--- config.mk ---
export PLATFORM = sky130hd
export DESIGN_NAME = fetch_prefetch_queue_flat
export DESIGN_NICKNAME = d
export VERILOG_FILES = /design/src/rtl/fetch_prefetch_queue_pkg.sv /design/src/rtl/fetch_prefetch_queue_if.sv /design/src/rtl/fetch_prefetch_queue_sync_fifo.sv /design/src/rtl/fetch_prefetch_queue.sv /design/src/flat_wrapper.sv
export SDC_FILE = /design/constraint.sdc
export NUM_CORES = 1
export LEC_CHECK = 0
export ABC_AREA = 1
export BUFFER_PORTS_ARGS = -buffer_cell sky130_fd_sc_hd__buf_2
export CAP_MARGIN = 10
export CORE_MARGIN = 8
export CORE_UTILIZATION = 51
export CTS_CLUSTER_DIAMETER = 60
export DETAILED_ROUTE_END_ITERATION = 6
export PLACE_DENSITY = 0.74
export SYNTH_ARGS = -nofsm -noshare
export SYNTH_HDL_FRONTEND = slang
export SYNTH_SLANG_ARGS = --single-unit
--- constraint.sdc ---
create_clock -name clk -period 9.1 [get_ports clk]
set_clock_uncertainty 0.05 [all_clocks]
set_input_delay 0.455 -clock clk [delete_from_list [all_inputs] [get_ports clk]]
set_output_delay 0.455 -clock clk [all_outputs]
set_load 0.01 [all_outputs]
--- src/rtl/fetch_prefetch_queue_pkg.sv ---
// rtl/fetch_prefetch_queue_pkg.sv - shared FS2DS layout and defaults for the prefetching fetch stage
package fetch_prefetch_queue_pkg;

    localparam int unsigned EXC_W_DEFAULT    = 8;
    localparam logic [31:0] RESET_PC_DEFAULT = 32'h1C00_0000;

    // FS2DS bus layout: {exc, inst[31:0], pc[31:0], adef}
    localparam int unsigned FS2DS_ADEF_BIT = 0;
    localparam int unsigned FS2DS_PC_LSB   = 1;
    localparam int unsigned FS2DS_INST_LSB = 33;
    localparam int unsigned FS2DS_EXC_LSB  = 65;

    typedef enum logic [1:0] {
        REDIR_NONE,
        REDIR_EX,
        REDIR_ERTN,
        REDIR_BR
    } redir_src_e;

    function automatic int unsigned fs2ds_width(input int unsigned exc_w);
        return exc_w + 65;
    endfunction

endpackage

--- src/rtl/fetch_prefetch_queue_if.sv ---
// rtl/fetch_prefetch_queue_if.sv - inst_sram, translation and fetch-to-decode signal bundle
interface fetch_prefetch_queue_if
    import fetch_prefetch_queue_pkg::*;
#(
    parameter int unsigned EXC_W = EXC_W_DEFAULT
) ();
    localparam int unsigned FS2DS_W = fs2ds_width(EXC_W);

    logic               inst_sram_req;
    logic [31:0]        inst_sram_addr;
    logic               inst_sram_addr_ok;
    logic               inst_sram_data_ok;
    logic [31:0]        inst_sram_rdata;
    logic [31:0]        tr_vaddr;
    logic [31:0]        tr_paddr;
    logic [EXC_W-1:0]   tr_exc;
    logic               ds_allowin;
    logic               fs2ds_valid;
    logic [FS2DS_W-1:0] fs2ds_bus;

    modport master (
        output inst_sram_req, inst_sram_addr, tr_vaddr, fs2ds_valid, fs2ds_bus,
        input  inst_sram_addr_ok, inst_sram_data_ok, inst_sram_rdata, tr_paddr, tr_exc, ds_allowin
    );

    modport slave (
        input  inst_sram_req, inst_sram_addr, tr_vaddr, fs2ds_valid, fs2ds_bus,
        output inst_sram_addr_ok, inst_sram_data_ok, inst_sram_rdata, tr_paddr, tr_exc, ds_allowin
    );

endinterface

--- src/rtl/fetch_prefetch_queue_sync_fifo.sv ---
// rtl/fetch_prefetch_queue_sync_fifo.sv - synchronous FIFO with flush and occupancy count
module sync_fifo #(
    parameter int unsigned WIDTH = 32,
    parameter int unsigned DEPTH = 4
) (
    input  logic                   clk,
    input  logic                   reset,
    input  logic                   flush,
    input  logic                   push,
    input  logic [WIDTH-1:0]       push_data,
    input  logic                   pop,
    output logic [WIDTH-1:0]       pop_data,
    output logic [$clog2(DEPTH):0] count
);
    localparam int unsigned AW = (DEPTH > 1) ? $clog2(DEPTH) : 1;
    localparam int unsigned CW = $clog2(DEPTH) + 1;

    logic [WIDTH-1:0] mem [DEPTH];
    logic [AW-1:0]    wr_ptr;
    logic [AW-1:0]    rd_ptr;
    logic             do_push;
    logic             do_pop;

    function automatic logic [AW-1:0] bump(input logic [AW-1:0] p);
        return (p == AW'(DEPTH - 1)) ? '0 : p + AW'(1);
    endfunction

    // A push into a full FIFO is accepted when the head leaves in the same cycle.
    assign do_pop   = pop && (count != '0);
    assign do_push  = push && ((count < CW'(DEPTH)) || do_pop);
    assign pop_data = mem[rd_ptr];

    always_ff @(posedge clk) begin
        if (reset || flush) begin
            wr_ptr <= '0;
            rd_ptr <= '0;
            count  <= '0;
        end else begin
            if (do_push) wr_ptr <= bump(wr_ptr);
            if (do_pop)  rd_ptr <= bump(rd_ptr);
            case ({do_push, do_pop})
                2'b10:   count <= count + CW'(1);
                2'b01:   count <= count - CW'(1);
                default: count <= count;
            endcase
        end
    end

    always_ff @(posedge clk) begin
        if (do_push && !flush && !reset) mem[wr_ptr] <= push_data;
    end

endmodule

--- src/rtl/fetch_prefetch_queue.sv ---
// rtl/fetch_prefetch_queue.sv - IF stage with multiple outstanding fetches, PC tag FIFO and instruction queue
module fetch_prefetch_queue
    import fetch_prefetch_queue_pkg::*;
#(
    parameter int unsigned IBUF_DEPTH = 4,
    parameter int unsigned MAX_OUT    = 2,
    parameter logic [31:0] RESET_PC   = RESET_PC_DEFAULT,
    parameter int unsigned EXC_W      = EXC_W_DEFAULT
) (
    input  logic                          clk,
    input  logic                          reset,
    fetch_prefetch_queue_if.master        bus,
    input  logic                          wb_ex,
    input  logic [31:0]                   ex_entry,
    input  logic                          ertn_flush,
    input  logic [31:0]                   ertn_entry,
    input  logic                          br_taken,
    input  logic [31:0]                   br_target,
    input  logic                          br_stall
);
    localparam int unsigned FS2DS_W = fs2ds_width(EXC_W);
    localparam int unsigned QCW     = $clog2(IBUF_DEPTH) + 1;
    localparam int unsigned OCW     = $clog2(MAX_OUT) + 1;

    logic [31:0]        pc;
    logic               halt;
    logic               hold;
    logic [OCW-1:0]     discard_cnt;
    logic [OCW-1:0]     tag_cnt;
    logic [OCW-1:0]     out_cnt;
    logic [QCW-1:0]     q_cnt;
    logic [31:0]        tag_pc;
    redir_src_e         redir_src;
    logic               redirect;
    logic [31:0]        redir_target;
    logic               adef;
    logic               clean;
    logic               room;
    logic               req;
    logic               acc;
    logic               dok;
    logic               fault_push;
    logic               tag_pop;
    logic               q_push;
    logic               q_pop;
    logic [FS2DS_W-1:0] enq_data;
    logic [FS2DS_W-1:0] q_head;

    always_comb begin
        redir_src = REDIR_NONE;
        if (wb_ex)           redir_src = REDIR_EX;
        else if (ertn_flush) redir_src = REDIR_ERTN;
        else if (br_taken)   redir_src = REDIR_BR;
    end

    always_comb begin
        redir_target = br_target;
        case (redir_src)
            REDIR_EX:   redir_target = ex_entry;
            REDIR_ERTN: redir_target = ertn_entry;
            default:    redir_target = br_target;
        endcase
    end

    assign redirect = (redir_src != REDIR_NONE);

    // Tagged requests are live, discarded ones are stale; together they are everything in flight.
    assign out_cnt = tag_cnt + discard_cnt;

    assign adef  = (pc[1:0] != 2'b00);
    assign clean = !adef && (bus.tr_exc == '0);
    assign room  = (32'(out_cnt) < MAX_OUT) && ((32'(q_cnt) + 32'(out_cnt)) < IBUF_DEPTH);

    // A presented but unaccepted request stays up regardless of stall or capacity.
    assign req = !reset && !redirect && (hold || (!halt && !br_stall && room && clean));
    assign acc = req && bus.inst_sram_addr_ok;
    assign dok = bus.inst_sram_data_ok;

    assign fault_push = !reset && !redirect && !halt && !clean &&
                        (out_cnt == '0) && (32'(q_cnt) < IBUF_DEPTH);
    assign tag_pop    = dok && !redirect && (discard_cnt == '0);
    assign q_push     = tag_pop || fault_push;
    assign q_pop      = bus.fs2ds_valid && bus.ds_allowin;

    always_comb begin
        enq_data = '0;
        if (fault_push) begin
            enq_data[FS2DS_EXC_LSB +: EXC_W] = bus.tr_exc;
            enq_data[FS2DS_PC_LSB +: 32]     = pc;
            enq_data[FS2DS_ADEF_BIT]         = adef;
        end else begin
            enq_data[FS2DS_INST_LSB +: 32]   = bus.inst_sram_rdata;
            enq_data[FS2DS_PC_LSB +: 32]     = tag_pc;
        end
    end

    always_ff @(posedge clk) begin
        if (reset) begin
            pc          <= RESET_PC;
            halt        <= 1'b0;
            hold        <= 1'b0;
            discard_cnt <= '0;
        end else if (redirect) begin
            pc          <= redir_target;
            halt        <= 1'b0;
            hold        <= 1'b0;
            // Whatever is still in flight after this edge belongs to the old stream.
            discard_cnt <= out_cnt + OCW'(acc) - OCW'(dok);
        end else begin
            if (acc) pc <= pc + 32'd4;
            hold <= req && !bus.inst_sram_addr_ok;
            if (fault_push) halt <= 1'b1;
            if (dok && (discard_cnt != '0)) discard_cnt <= discard_cnt - OCW'(1);
        end
    end

    sync_fifo #(.WIDTH(32), .DEPTH(MAX_OUT)) u_tag_fifo (
        .clk       (clk),
        .reset     (reset),
        .flush     (redirect),
        .push      (acc),
        .push_data (pc),
        .pop       (tag_pop),
        .pop_data  (tag_pc),
        .count     (tag_cnt)
    );

    sync_fifo #(.WIDTH(FS2DS_W), .DEPTH(IBUF_DEPTH)) u_ibuf (
        .clk       (clk),
        .reset     (reset),
        .flush     (redirect),
        .push      (q_push),
        .push_data (enq_data),
        .pop       (q_pop),
        .pop_data  (q_head),
        .count     (q_cnt)
    );

    assign bus.inst_sram_req  = req;
    assign bus.inst_sram_addr = bus.tr_paddr;
    assign bus.tr_vaddr       = pc;
    assign bus.fs2ds_valid    = (q_cnt != '0) && !redirect;
    assign bus.fs2ds_bus      = q_head;

endmodule

--- src/flat_wrapper.sv ---
// flat-port wrapper written by rule: the top's interface ports become plain ports
module fetch_prefetch_queue_flat import fetch_prefetch_queue_pkg::*;
#(
    parameter int unsigned IBUF_DEPTH = 4,
    parameter int unsigned MAX_OUT    = 2,
    parameter logic [31:0] RESET_PC   = RESET_PC_DEFAULT,
    parameter int unsigned EXC_W      = EXC_W_DEFAULT
)
  (clk, reset, wb_ex, ex_entry, ertn_flush, ertn_entry, br_taken, br_target, br_stall, bus_inst_sram_req, bus_inst_sram_addr, bus_tr_vaddr, bus_fs2ds_valid, bus_fs2ds_bus, bus_inst_sram_addr_ok, bus_inst_sram_data_ok, bus_inst_sram_rdata, bus_tr_paddr, bus_tr_exc, bus_ds_allowin);
  fetch_prefetch_queue_if #(.EXC_W(EXC_W)) bus_i ();
  input  logic clk;
  input  logic reset;
  input  logic wb_ex;
  input  logic [31:0] ex_entry;
  input  logic ertn_flush;
  input  logic [31:0] ertn_entry;
  input  logic br_taken;
  input  logic [31:0] br_target;
  input  logic br_stall;
  output wire logic [$bits(bus_i.inst_sram_req)-1:0] bus_inst_sram_req;
  output wire logic [$bits(bus_i.inst_sram_addr)-1:0] bus_inst_sram_addr;
  output wire logic [$bits(bus_i.tr_vaddr)-1:0] bus_tr_vaddr;
  output wire logic [$bits(bus_i.fs2ds_valid)-1:0] bus_fs2ds_valid;
  output wire logic [$bits(bus_i.fs2ds_bus)-1:0] bus_fs2ds_bus;
  input wire logic [$bits(bus_i.inst_sram_addr_ok)-1:0] bus_inst_sram_addr_ok;
  input wire logic [$bits(bus_i.inst_sram_data_ok)-1:0] bus_inst_sram_data_ok;
  input wire logic [$bits(bus_i.inst_sram_rdata)-1:0] bus_inst_sram_rdata;
  input wire logic [$bits(bus_i.tr_paddr)-1:0] bus_tr_paddr;
  input wire logic [$bits(bus_i.tr_exc)-1:0] bus_tr_exc;
  input wire logic [$bits(bus_i.ds_allowin)-1:0] bus_ds_allowin;
  assign bus_inst_sram_req = bus_i.inst_sram_req;
  assign bus_inst_sram_addr = bus_i.inst_sram_addr;
  assign bus_tr_vaddr = bus_i.tr_vaddr;
  assign bus_fs2ds_valid = bus_i.fs2ds_valid;
  assign bus_fs2ds_bus = bus_i.fs2ds_bus;
  assign bus_i.inst_sram_addr_ok = bus_inst_sram_addr_ok;
  assign bus_i.inst_sram_data_ok = bus_inst_sram_data_ok;
  assign bus_i.inst_sram_rdata = bus_inst_sram_rdata;
  assign bus_i.tr_paddr = bus_tr_paddr;
  assign bus_i.tr_exc = bus_tr_exc;
  assign bus_i.ds_allowin = bus_ds_allowin;
  fetch_prefetch_queue #(.IBUF_DEPTH(IBUF_DEPTH), .MAX_OUT(MAX_OUT), .RESET_PC(RESET_PC), .EXC_W(EXC_W)) u_core (.clk(clk), .reset(reset), .bus(bus_i), .wb_ex(wb_ex), .ex_entry(ex_entry), .ertn_flush(ertn_flush), .ertn_entry(ertn_entry), .br_taken(br_taken), .br_target(br_target), .br_stall(br_stall));
endmodule
Word level (Yosys, flattened, before mapping)
Memories as Yosys holds them, arrays and structs flattened. A register that Yosys moved wholly into a read port is not among the register bits. Cells that the tools add are included.

Flip-flop bits (word level): 47. Memory bits (writable): 356. Logic and storage cells: 116. Memories kept: 2.

$add $sub $neg: 14. Magnitude comparators: 5. Eq/ne operators: 8. Muxes and demuxes: 26. Reduce and logical (&&, ||, !) cells: 51.

Memory list: u_core.u_ibuf.mem (words 4, width 73, rd ports 1, clocked after Yosys merged registers in 1, wr ports 1, line fetch_prefetch_queue_sync_fifo.sv:18) `logic [WIDTH-1:0] mem [DEPTH];`; u_core.u_tag_fifo.mem (words 2, width 32, rd ports 1, clocked after Yosys merged registers in 1, wr ports 1, line fetch_prefetch_queue_sync_fifo.sv:18).

Operators by type and width (number): $mux W32 (4); $pmux W32 S2 (1); $add A32 B3 Y32 const B (1); $lt A32 B3 Y1 const B (1); $logic_and A1 B1 Y1 (26); $mux W2 (9); $reduce_bool A2 Y1 (8); $eq A2 B2 Y1 const B (5); $mux W1 (9); $logic_not A8 Y1 (1); $mux W8 (1); $logic_not A1 Y1 (7); $add A2 B1 Y2 const B (3); $eq A2 B1 Y1 const B (3); $lt A3 B3 Y1 const B (2); $pmux W3 S2 (1); $logic_or A1 B1 Y1 (5); $add A3 B2 Y4 (1); $logic_not A2 Y1 (2); $lt A2 B2 Y1 const B (2); $pmux W2 S2 (1); $sub A2 B1 Y2 const B (2); $add A3 B1 Y3 const B (1); $reduce_bool A3 Y1 (1); other kinds (6) (7).

Logic depth before layout (Yosys ltp)
Word-level depth: 16. Gate-level depth with buffers: 21.

By module
From an unflattened synthesis, not the netlist that was laid out.

Cells, all modules: 1735. Area total of the unflattened synthesis: 18360.1 µm².

By module, submodules not included: sync_fifo at u_core.u_ibuf (times used 1, cells an instance 775, area each 11320.9 µm², sequential area each 8948.6 µm²); fetch_prefetch_queue (times used 1, cells an instance 823, area each 4327.9 µm², sequential area each 720.7 µm²); sync_fifo at u_core.u_tag_fifo (times used 1, cells an instance 137, area each 2711.4 µm², sequential area each 2021.9 µm²).

Worst setup path before layout
Ideal clock, no wire load.

Path type: input to register. Start point: input ertn_flush. End point: memory u_core.u_ibuf.mem[0][0] (netlist name), enable pin. Setup time: 0.609 ns. Data arrival time: 7.104 ns. Required time: 8.441 ns. Setup slack: 1.338 ns. Stages on the path: 10. Cells stage by stage: inv_1 a21oi_1 ha_1 buf_4 inv_2 a31oi_1 nand2_1 nand2_1 nand2_2 nor3b_1.

Elaborated cells between the ends (all ways): 21. Classes of those cells: mux (4); reduce/logical (17).

RTL lines: start, declared (line flat_wrapper.sv:15) `input logic ertn_flush;`; $mux W2 (line fetch_prefetch_queue.sv:52) `else if (ertn_flush) redir_src = REDIR_ERTN;`; $mux W2 (line fetch_prefetch_queue.sv:51) `if (wb_ex) redir_src = REDIR_EX;`; $reduce_bool A2 Y1 (line fetch_prefetch_queue.sv:65) `assign redirect = (redir_src != REDIR_NONE);`; $logic_not A1 Y1 (line fetch_prefetch_queue.sv:142) `assign bus.fs2ds_valid = (q_cnt != '0) && !redirect;`; $logic_and A1 B1 Y1 (line fetch_prefetch_queue.sv:142); net bus_fs2ds_valid (line flat_wrapper.sv:23) `output wire logic [$bits(bus_i.fs2ds_valid)-1:0] bus_fs2ds_valid;`; $logic_and A1 B1 Y1 (line fetch_prefetch_queue.sv:83) `assign q_pop = bus.fs2ds_valid && bus.ds_allowin;`; $logic_and A1 B1 Y1 (line fetch_prefetch_queue_sync_fifo.sv:29) `assign do_pop = pop && (count != '0);`; $logic_or A1 B1 Y1 (line fetch_prefetch_queue_sync_fifo.sv:30) `assign do_push = push && ((count < CW'(DEPTH)) || do_pop);`; $logic_and A1 B1 Y1 (line fetch_prefetch_queue_sync_fifo.sv:30); $logic_and A1 B1 Y1 (2 in a row) (line fetch_prefetch_queue_sync_fifo.sv:50) `if (do_push && !flush && !reset) mem[wr_ptr] <= push_data;`; $mux W1 (line fetch_prefetch_queue_sync_fifo.sv:50); $mux W1 (implied by the code) (line fetch_prefetch_queue_sync_fifo.sv:50); end, declared (line fetch_prefetch_queue_sync_fifo.sv:18).

The timed path passes the listed nets, and every way through them passes these cells.

Worst setup path in the final report
Start point: input br_taken. End point: memory u_core.u_ibuf.mem[3][55] (netlist name), enable pin.

Cells in the longest elaborated chain, start to end: 16. Elaborated cells between the ends (all ways): 22. Classes of those cells: mux (5); reduce/logical (17).

Ends and longest elaborated chain: start, declared (line flat_wrapper.sv:17) `input logic br_taken;`; $mux W2 * (line fetch_prefetch_queue.sv:53) `else if (br_taken) redir_src = REDIR_BR;`; $mux W2 * (line fetch_prefetch_queue.sv:52); $mux W2 * (line fetch_prefetch_queue.sv:51); $reduce_bool A2 Y1 * (line fetch_prefetch_queue.sv:65); $logic_not A1 Y1 *; $logic_and A1 B1 Y1 (4 in a row) (line fetch_prefetch_queue.sv:79) `assign fault_push = !reset && !redirect && !halt && !clean &&`; $logic_and A1 B1 Y1 (line fetch_prefetch_queue.sv:80) `(out_cnt == '0) && (32'(q_cnt) < IBUF_DEPTH);`; $logic_or A1 B1 Y1 (line fetch_prefetch_queue.sv:82) `assign q_push = tag_pop || fault_push;`; $logic_and A1 B1 Y1 (line fetch_prefetch_queue_sync_fifo.sv:30); $logic_and A1 B1 Y1 * (2 in a row) (line fetch_prefetch_queue_sync_fifo.sv:50); $mux W1 * (line fetch_prefetch_queue_sync_fifo.sv:50); $mux W1 (implied by the code) * (line fetch_prefetch_queue_sync_fifo.sv:50).

Mark *: on every way between the ends. The rest lies on a longest branch, timed or not.

==> results.toml <==
[clock_network]
cts_resized = 0
clkLatencyLatePin_ns = 0.53
clkSlewWorstSetupHoldPaths_ns = 0.06
postCtsSetupBuffers = 0
clock-sinks = 406
cts_tree = "built"
numCtsBuffers = 42
cts_max_level = 2
clockBufferDepth = 3
cts_root_buf = "clkbuf_16"
hold_buffers = 0

[global_route]
antenna_found_initial = 0
grt_max_degree = 105
grt_usage_pct = 20.4
grt_pass1_vias = 12976
overflow = 0
grt_pass1_wl_microns = 68400

[synthesis]
ys_ff_latch = 406
mappedNetlistNets = 1928
synth_top_area_share_pct = 59.5
seq_area_frac_synth_pct = 65.1
synth.avg_cell_area_sq_um = 10.4
synth.cell_area_sq_um = 18000
synth_area_leaders = "edfxtp_1 59%, nor2_1 6.3%, nand2_1 6.2%, o21ai_0 5.6%, dfxtp_1 5.6%"
synthCells = 1733
yosysWarningCount = 0
synth_area_leader_cell = "edfxtp_1"
synth_cell_type_count = 41

[routing]
totalWireLength_microns = 44100
maxUsedRoutingLayer = "met4"
vias = 13199
dr.first_iter.drc_count = 1035
met1_length_microns = 18500
postRouteAntennaNets = 0
via_per_inst = 5.51
wl_met3_microns = 3840
dr_wl_met2_microns = 20600
drc = 0
detail_route.first_pass.iterations = 5
wire_per_inst_microns = 18.4

[sta]
maxSlewHeadroom_pct = 26.1
finalCritPeriodShare_pct = 45.1
fmax_ghz = 0.244
rsz0062_at_grt = "no"
tns_ns = 0
final_hold_viol_count = 0
drv_slew = 0
setup-violations-final = 0
min_period_ns = 4.10
tightest_slew_ns = 1.11
timing.final.ws_setup_ns = 5.00

[final_layout]
area_delta_synth_final_pct = 14.2
layout_common_cells = "356 x edfxtp_1, 299 x nor2_1, 298 x nand2_1"
diodes = 0
drive_above_1_share_pct = 18.8
finalNetCount = 2106
fillerInstances = 2854
stdcell_area_sq_um = 20500
layout_commonest_cell = "edfxtp_1"

[place]
postPlaceCellArea_sq_um = 19300
place_ws_ns = 4.45
numPortBuffers = 251
place_hpwl_microns = 28600
gp_congestion = 0.912

[die]
die_h_microns = 204
num_io_pins = 316
die_area_sq_um = 41500
core_sq_um = 34600
rows = 68
die_x_microns = 204
start_util_pct = 51.9

[power]
peakVddDrop_mv = 0.124
power_density_nw_per_um2 = 193
p_leak_nw = 7.82
power_w = 0.00396

[setup_path]
cp-end-kind = "flop"
worst_ep_required_time_ns = 9.19
critical_path_class = "primary input to flop"
worst_setup_path_start_kind = "primary input"
crit_path_cell_trace = "buf_2, a21oi_1, ha_2, buf_4, nand2_2, nor4_4, nand3b_4, nand2_1, nand2_2, nor3b_2, buf_4"
max_stage_delay_ns = 0.82
cp_max_fo = 73
worstPathArrival_ns = 4.20
slowest_stage = "buf_4"

[hold_path]
hold_class = "primary input to flop"

[outcome]
status = "completed"

[run]
drv_cap = 0
==> flip-flops by register name, summed over array words and instances (netlist names), named ones only <==
signal and cells:
u_core.u_ibuf.wr_ptr 2, u_core.u_tag_fifo.rd_ptr 1, u_core.u_tag_fifo.mem 64, u_core.hold 1
u_core.bus.tr_vaddr 32, u_core.u_tag_fifo.count 2, u_core.u_ibuf.mem 292, u_core.u_ibuf.rd_ptr 2
u_core.u_ibuf.count 3, u_core.discard_cnt 2, u_core.u_tag_fifo.wr_ptr 1, u_core.halt 1
==> where the power goes <==
group | internal (W) | total, W | leakage, nW | switching, W
Sequential | 0.00207 | 0.00212 | 3.62 | 0.0000505
Combinational | 0.000112 | 0.000305 | 3.59 | 0.000193
Clock | 0.000873 | 0.00154 | 0.615 | 0.000666
Total | 0.00305 | 0.00396 | 7.82 | 0.000910
==> cell usage after synthesis <==
cell	number
edfxtp_1	356
inv_2	6
fa_1	1
nand2_2	5
clkbuf_1	70
nand2_4	1
nand3b_1	7
buf_4	33
xor2_1	3
a31o_2	10
xnor2_1	3
o22ai_1	77
nor2_2	6
o21ai_0	201
buf_1	7
nand3_1	51
nand4_1	5
nand3_4	1
nor3b_1	4
nor2_4	1
and3_1	1
buf_2	18
nand3b_2	1
nor4_4	1
ha_1	17
inv_1	93
clkinv_1	2
nand3_2	1
a21oi_1	42
a22o_1	5
nor2_1	301
nor3_1	1
buf_6	2
nand2_1	298
a221oi_1	10
o21ai_1	3
a211oi_1	2
or2_2	1
dfxtp_1	50
o211a_1	1
a31oi_1	35
==> logic make-up after synthesis <==
| kind of cell | Yosys count | share of synthesized area [%] |
|---|---|---|
| XOR/XNOR | 6 | 0.293 |
| adder cells (fa/ha/maj) | 18 | 1.30 |
| AND/OR/NAND/NOR | 686 | 15.5 |
| AO/OA/AOI/OAI | 386 | 12.1 |
| buffers and inverters | 231 | 5.72 |
| flip-flops | 406 | 65.1 |
==> path summary, 6_finish.rpt <==
check	depth (start not counted)	to	from	slack [ns]
hold reg to reg	1	u_core.u_tag_fifo.rd_ptr	u_core.u_tag_fifo.rd_ptr	0.41
setup reg to reg	7	u_core.u_ibuf.mem[3][55]	u_core.u_tag_fifo.count[0]	5.59
hold / removal	2	u_core.hold	bus_inst_sram_addr_ok	0.12
setup / recovery	11	u_core.u_ibuf.mem[3][55]	br_taken	5.00
==> per-layer routing <==
layer,GRT usage (%),vias up
met1,27.1,6178
met4,6.53,0
met5,0,-
met2,33.0,562
li1,-,6374
met3,4.65,85
==> cell type report <==
| cell class | instances | area (sq um) | share of cell area [%] |
|---|---|---|---|
| Multi-Input combinational cell | 1096 | 5280 | 25.7 |
| Clock buffer | 51 | 1120 | 5.44 |
| Inverter | 101 | 382 | 1.86 |
| Tap cell | 455 | 569 | 2.77 |
| Timing Repair Buffer | 264 | 1350 | 6.60 |
| Sequential cell | 406 | 11700 | 57.0 |
| Clock inverter | 21 | 126 | 0.616 |
==> worst max-delay path: cells and delay by family <==
family	cells	cell delay, ns
AOI/OAI and AO/OA	1	0.30
and+or+nand+nor	6	1.67
buffers and inverters	3	1.44
adders and majority gates	1	0.22
==> metrics by stage <==
step	instances	util, %	hold WS, ns
global route	2394	59.3	0.119
detailed placement	2322	55.7	0.397
global placement	2322	55.7	0.394
CTS	2394	59.3	0.112
finish	2394	59.3	0.122
floorplan	1733	-	0.376
No activity file was read; power rests on OpenSTA's default activity.
